===== src/rtl/cpu_controller.sv =====
// ---------------------------------------------------------------------------
// cpu_controller
//
// Eight-phase instruction sequencer for the 8-bit RISC CPU. A 3-bit phase
// counter steps through fetch (ph0-3), operand (ph4-5) and execute (ph6-7).
// The control strobes are decoded combinationally from the phase, the
// instruction opcode and the ALU zero flag.
//
// Parameters
//   OPCODE_W     opcode width (encoding HLT=0 SKZ=1 ADD=2 AND=3 XOR=4
//                LDA=5 STO=6 JMP=7)
//   HALT_STICKY  1: HLT freezes the sequencer until reset
//                0: halt is a one-phase pulse and sequencing continues
//
// Ports
//   clk     in   system clock, rising edge
//   rst     in   asynchronous reset, active-high
//   opcode  in   IR opcode field, decoded live in ph4-7
//   zero    in   ALU is_zero flag, consulted in ph6 for SKZ
//   sel     out  address mux: 1 = PC, 0 = IR operand address
//   rd      out  memory read enable
//   ld_ir   out  load instruction register
//   inc_pc  out  increment program counter
//   halt    out  halt indication
//   ld_pc   out  load PC from IR operand (jump)
//   data_e  out  drive accumulator onto data bus
//   ld_ac   out  load accumulator from ALU result
//   wr      out  memory write strobe
//   phase   out  current phase number 0..7 (sequencer state)
//   halted  out  sticky halt flag
// ---------------------------------------------------------------------------
module cpu_controller #(
    parameter int OPCODE_W    = 3,
    parameter bit HALT_STICKY = 1'b1
) (
    input  logic                clk,
    input  logic                rst,
    input  logic [OPCODE_W-1:0] opcode,
    input  logic                zero,
    output logic                sel,
    output logic                rd,
    output logic                ld_ir,
    output logic                inc_pc,
    output logic                halt,
    output logic                ld_pc,
    output logic                data_e,
    output logic                ld_ac,
    output logic                wr,
    output logic [2:0]          phase,
    output logic                halted
);

    localparam logic [OPCODE_W-1:0] OP_HLT = OPCODE_W'(0);
    localparam logic [OPCODE_W-1:0] OP_SKZ = OPCODE_W'(1);
    localparam logic [OPCODE_W-1:0] OP_ADD = OPCODE_W'(2);
    localparam logic [OPCODE_W-1:0] OP_AND = OPCODE_W'(3);
    localparam logic [OPCODE_W-1:0] OP_XOR = OPCODE_W'(4);
    localparam logic [OPCODE_W-1:0] OP_LDA = OPCODE_W'(5);
    localparam logic [OPCODE_W-1:0] OP_STO = OPCODE_W'(6);
    localparam logic [OPCODE_W-1:0] OP_JMP = OPCODE_W'(7);

    typedef enum logic [2:0] {
        PH_INST_ADDR  = 3'd0,
        PH_INST_FETCH = 3'd1,
        PH_INST_LOAD  = 3'd2,
        PH_IDLE       = 3'd3,
        PH_OP_ADDR    = 3'd4,
        PH_OP_FETCH   = 3'd5,
        PH_ALU_OP     = 3'd6,
        PH_STORE      = 3'd7
    } phase_t;

    phase_t r_phase;
    phase_t w_phase_next;
    logic   r_halted;
    logic   w_halted_next;

    logic   w_is_hlt;
    logic   w_is_skz;
    logic   w_is_sto;
    logic   w_is_jmp;
    logic   w_aluop;

    assign w_is_hlt = (opcode == OP_HLT);
    assign w_is_skz = (opcode == OP_SKZ);
    assign w_is_sto = (opcode == OP_STO);
    assign w_is_jmp = (opcode == OP_JMP);
    assign w_aluop  = (opcode == OP_ADD) || (opcode == OP_AND) ||
                      (opcode == OP_XOR) || (opcode == OP_LDA);

    // State register. Reset is asynchronous so that the ph0 decode (and the
    // removal of any in-flight wr/ld_ac/ld_pc) takes effect immediately.
    always_ff @(posedge clk or posedge rst) begin
        if (rst) begin
            r_phase  <= PH_INST_ADDR;
            r_halted <= 1'b0;
        end else begin
            r_phase  <= w_phase_next;
            r_halted <= w_halted_next;
        end
    end

    // Next-state and strobe decode.
    always_comb begin
        w_phase_next  = r_phase;
        w_halted_next = r_halted;
        sel    = 1'b0;
        rd     = 1'b0;
        ld_ir  = 1'b0;
        inc_pc = 1'b0;
        halt   = 1'b0;
        ld_pc  = 1'b0;
        data_e = 1'b0;
        ld_ac  = 1'b0;
        wr     = 1'b0;

        if (r_halted) begin
            // Frozen: phase holds and only halt is asserted.
            halt = 1'b1;
        end else begin
            w_phase_next = phase_t'(r_phase + 3'd1);
            case (r_phase)
                PH_INST_ADDR: begin
                    sel = 1'b1;
                end
                PH_INST_FETCH: begin
                    sel = 1'b1;
                    rd  = 1'b1;
                end
                PH_INST_LOAD, PH_IDLE: begin
                    sel   = 1'b1;
                    rd    = 1'b1;
                    ld_ir = 1'b1;
                end
                PH_OP_ADDR: begin
                    inc_pc = 1'b1;
                    halt   = w_is_hlt;
                    // Sticky halt latches on the edge that leaves ph4; the
                    // phase still advances to ph5 and then holds there.
                    if (HALT_STICKY && w_is_hlt) begin
                        w_halted_next = 1'b1;
                    end
                end
                PH_OP_FETCH: begin
                    rd = w_aluop;
                end
                PH_ALU_OP: begin
                    rd     = w_aluop;
                    inc_pc = w_is_skz && zero;
                    ld_pc  = w_is_jmp;
                    data_e = w_is_sto;
                end
                PH_STORE: begin
                    rd     = w_aluop;
                    ld_ac  = w_aluop;
                    ld_pc  = w_is_jmp;
                    wr     = w_is_sto;
                    data_e = w_is_sto;
                end
                default: begin
                    sel = 1'b0;
                end
            endcase
        end
    end

    assign phase  = r_phase;
    assign halted = r_halted;

endmodule


===== config.mk =====
export PLATFORM = sky130hd
export DESIGN_NAME = cpu_controller
export DESIGN_NICKNAME = d
export VERILOG_FILES = /design/src/rtl/cpu_controller.sv
export SDC_FILE = /design/constraint.sdc
export NUM_CORES = 1
export LEC_CHECK = 0
export ABC_AREA = 1
export CAP_MARGIN = 0
export CORE_AREA = 5 5 42 44
export DETAILED_ROUTE_END_ITERATION = 12
export DIE_AREA = 0 0 47 49
export PLACE_DENSITY = 0.75
export RECOVER_POWER = 100
export SLEW_MARGIN = 10
export SYNTH_ARGS = -nofsm -noshare
export SYNTH_HDL_FRONTEND = slang
export SYNTH_SLANG_ARGS = --single-unit
export TNS_END_PERCENT = 10

===== constraint.sdc =====
create_clock -name clk -period 1.81 [get_ports clk]
set_input_delay 0.362 -clock clk [delete_from_list [all_inputs] [get_ports clk]]
set_output_delay 0.362 -clock clk [all_outputs]
set_load 0.005 [all_outputs]

# --- Word-level counts from Yosys, hierarchy flattened ---
# Cells that the tools add are included.
totals:
  inputBits: 6
  regBits: 4
op_classes:
  add_sub_neg: 1
  n_eq_ne: 14
  n_mux: 21
  reduce_logical: 11
op_table:
  columns: ["op", "n"]
  rows:
  - ["$eq A3 B3 Y1 const B", 8]
  - ["$mux W1", 19]
  - ["$eq A3 B2 Y1 const B", 4]
  - ["$eq A3 B1 Y1 const B", 2]
  - ["$logic_not A3 Y1", 2]
  - ["$reduce_or A3 Y1", 2]
  - ["$pmux W1 S2", 2]
  - ["$reduce_or A2 Y1", 2]
  - ["$reduce_or A4 Y1", 1]
  - ["$add A3 B1 Y3 const B", 1]
  - ["$logic_or A1 B1 Y1", 3]
  - ["$logic_and A1 B1 Y1", 1]

# --- Logic depth before layout (Yosys ltp) ---
depth:
  word_depth: 6
  ltp_mapped: 6
  depth_no_buf: 6

# --- Worst setup path before layout ---
# Ideal clock, no wire load.
synth_timing:
  path_kind: "register -> output"
  start: "reg r_phase[0] (netlist: phase[0])"
  end: "out ld_ac"
  path_buffers: 0
  arrival_time_ns: 1.139
  path_slack_ns: 0.309
  stages_incl_launch_ff: 5
  cell_sequence: "dfrtp_1 > ha_1 > ha_1 > inv_1 > nor4_1"
synth_via:
  elab_chain_len: 3
synth_rtl:
  columns: ["item", "line_no", "text"]
  rows:
  - ["start, declared", "73", "phase_t r_phase;"]
  - ["start signal, assigned", "98", "r_phase <= w_phase_next;"]
  - ["$eq A3 B3 Y1", "122", "case (r_phase)"]
  - ["$mux W1", "122", null]
  - ["$mux W1", "117", "if (r_halted) begin"]
  - ["end, declared", "47", "output logic ld_ac,"]
# No other way between the ends.

# --- Final worst setup path ---
layout_timing:
  start: "reg r_phase[0] (netlist: phase[0])"
  end: "out data_e"
layout_via:
  elab_chain_len: 4
layout_rtl:
  columns: ["item", "line_no", "text"]
  rows:
  - ["$eq A3 B3 Y1", "122", null]
  - ["$reduce_or A2 Y1 (no line) (*)", null, null]
  - ["$mux W1 (*)", "122", null]
  - ["$mux W1 (*)", "117", null]
  - ["end, declared", "46", "output logic data_e,"]
# Mark *: on every way between the ends. The rest lies on a longest branch, timed or not.

==> impl_metrics.json <==
{
  "status": "finished with violations",
  "violations": "negative setup slack",
  "dieArea_um2": 2300,
  "fin_setup_tns_ns": -0.113,
  "crit_path_frequent_cell": "buf_6",
  "mostFrequentLayoutCell": "buf_4",
  "vias_per_cell": 4.46,
  "dp_hpwl_um": 948,
  "core_area_um2": 1400,
  "synthToLayoutAreaGrowth_pct": 93.8,
  "fin_ws_ns": -0.0389,
  "final_nets": 114,
  "synth_cell_types": 20,
  "peakVddDrop_v": 0.000230,
  "layout_common_cells": "buf_4 (19), nand2_1 (8), buf_2 (8)",
  "holdCritPathClass": "input port to asynchronous set/reset pin",
  "syn_avg_cell_area_um2": 7.49,
  "relSlewSlack_pct": 83.5,
  "crit_type": "register to output pin",
  "power.density_nw_per_um2": 259,
  "vias": 513,
  "fmax_mhz": 541,
  "final-hold-violation-count": 0,
  "detail_route.wl_per_cell_um": 11.9,
  "start_util_pct": 31.5,
  "cp-end-kind": "output pin",
  "crit_path_top_delay_cell": "dfrtp_1",
  "grt_antenna_before_repair": 0,
  "grt_max_degree": 7,
  "p_leak_nw": 0.440,
  "fillCellCount": 133,
  "slew_violations": 0,
  "cts_tree": "built",
  "antennaDiodeCount": 0,
  "dpl_cell_area_um2": 728,
  "dr.first_iter.drc_count": 11,
  "first_pass_iters": 4,
  "required_ns": 1.45,
  "clock_path_buffers": 2,
  "ys_ff_latch": 4,
  "synth_top_family_by_area": "simple AND/OR/NAND/NOR gates",
  "netlist_instances": 59,
  "cts.clk_slew.worst_paths_ns": 0.04,
  "gr-total-overflow": 0,
  "synthXorXnorAreaFrac_pct": 1.98,
  "grt_pass1_wl_um": 2170,
  "cts_hold_buf": 0,
  "portBuffers": 18,
  "max_stage_delay_ns": 0.40,
  "fin_area_um2": 856,
  "io_pins": 19,
  "cts_sinks": 4,
  "layout-drive-gt1-share_pct": 60.6,
  "maxCapViolations": 0,
  "grt_pass1_vias": 502,
  "start_kind": "register",
  "drtAntennaViolNets": 0,
  "synth_warnings": 0,
  "syn_area_um2": 442,
  "drc": 0,
  "die_h_um": 49,
  "synth_mux_area_share_pct": 0,
  "setup_viol": 6,
  "yosysSeqAreaShare_pct": 22.7,
  "routabilityCongestion": 0.747,
  "whs_ns": 0.443,
  "synthSimpleGateAreaFrac_pct": 31.4,
  "finClkSkew_ns": 0.00160,
  "synth_fa_ha_area_share_pct": 19.8,
  "cts_root_buf": "clkbuf_4",
  "rsz0062_at_grt": "yes",
  "clk-insertion-delay-late_ns": 0.23,
  "async_flop_share_pct": 100,
  "finalCritPeriodShare_pct": 102,
  "worstMarginPinSlew_ns": 0.248,
  "cts_buffers": 3,
  "syn_nets": 72,
  "fin_crit_ns": 1.85,
  "wirelength_um": 1370,
  "track_usage_pct": 13.1,
  "crit_buf_inv": 3,
  "worstPathCellList": "ha_2 > buf_6 > ha_4 > buf_6 > nor2_4 > nor3_2 > buf_2",
  "die_w_um": 47,
  "rows": 14,
  "synth_edf_count": 0,
  "synth_top_flop_cell": "dfrtp_1",
  "synth-compound-area-share_pct": 11.3,
  "cp_top_family": "flip-flops",
  "htreeDepth": 1,
  "worstPathArrival_ns": 1.49,
  "crit_fanout": 3
}
## layout make-up
cell class                 instances  area [um^2]  area share [%]
tap                               16         20.0            2.34
sequential                         4          100            11.7
timing repair buffer              38          293            34.2
clock buffer                       3         22.5            2.63
multi-input combinational         42          370            43.3
inverter                          12         50.0            5.85
## report_power, final
part           switching, mW  internal [mW]
logic                 0.0119         0.0121
clock network         0.0341         0.0740
registers                  0         0.0900
total                 0.0460          0.176
## metrics by stage
stage               util (%)  power, mW  setup WS [ns]  std cells
detailed placement      52.0      0.113         -0.359        105
global placement        52.0      0.113         -0.322        105
finish                  61.1      0.222        -0.0389        115
floorplan                  -     0.0989          0.309         59
CTS                     57.1      0.228         -0.176        113
global route            61.1      0.238         -0.116        115
## worst register-to-register path, stage by stage, from the launching register on
cell     delay, ns
dfrtp_1       0.40
buf_4         0.15
inv_4         0.08
ha_4          0.15
nand2_4       0.06
o31ai_4       0.18
buf_4         0.14
## flip-flops by register name, summed over array words and instances (netlist names)
signal and count:
phase 3, halted 1
## routing by layer
layer | global-route usage [%] | wire, um | up-vias
met2 | 20.6 | 733 | 13
met5 | 0 | 0 | -
li1 | - | - | 264
met1 | 15.6 | 556 | 234
met4 | 8.29 | 17 | 0
met3 | 2.58 | 58 | 2
## synthesized netlist by cell type (all sizes together) (2+ instances only)
| cell type | count | area (um^2) |
|---|---|---|
| dfrtp | 4 | 100 |
| nand3 | 2 | 10.0 |
| nor2 | 7 | 36.3 |
| inv | 12 | 45.1 |
| ha | 7 | 87.6 |
| nor3 | 2 | 20.0 |
| or2 | 2 | 12.5 |
| a21oi | 4 | 27.5 |
| nand2 | 13 | 53.8 |
| o21ai | 2 | 10.0 |
## kinds of logic after synthesis
group / Yosys count
AO/OA/AOI/OAI: 7
flip-flops: 4
buffers and inverters: 13
XOR/XNOR: 1
adder cells (fa/ha/maj): 7
AND/OR/NAND/NOR: 27
## timing repair
action	CTS	global route
setup endpoints to repair	9	9
pin swaps	6	3
buffers inserted	5	2
resized for setup	38	25
## path summary, 6_finish.rpt
check,startpoint,to,slack [ns],cells past startpoint
min in group clk,halted,phase[0],0.58,1
max in group asynchronous,rst,phase[2],1.22,2
min,rst,halted,0.44,2
max reg2reg,phase[1],halted,0.60,6
max,phase[0],data_e,-0.04,7
min reg2reg,halted,phase[0],0.58,1
(Power assumes the default switching activity.)
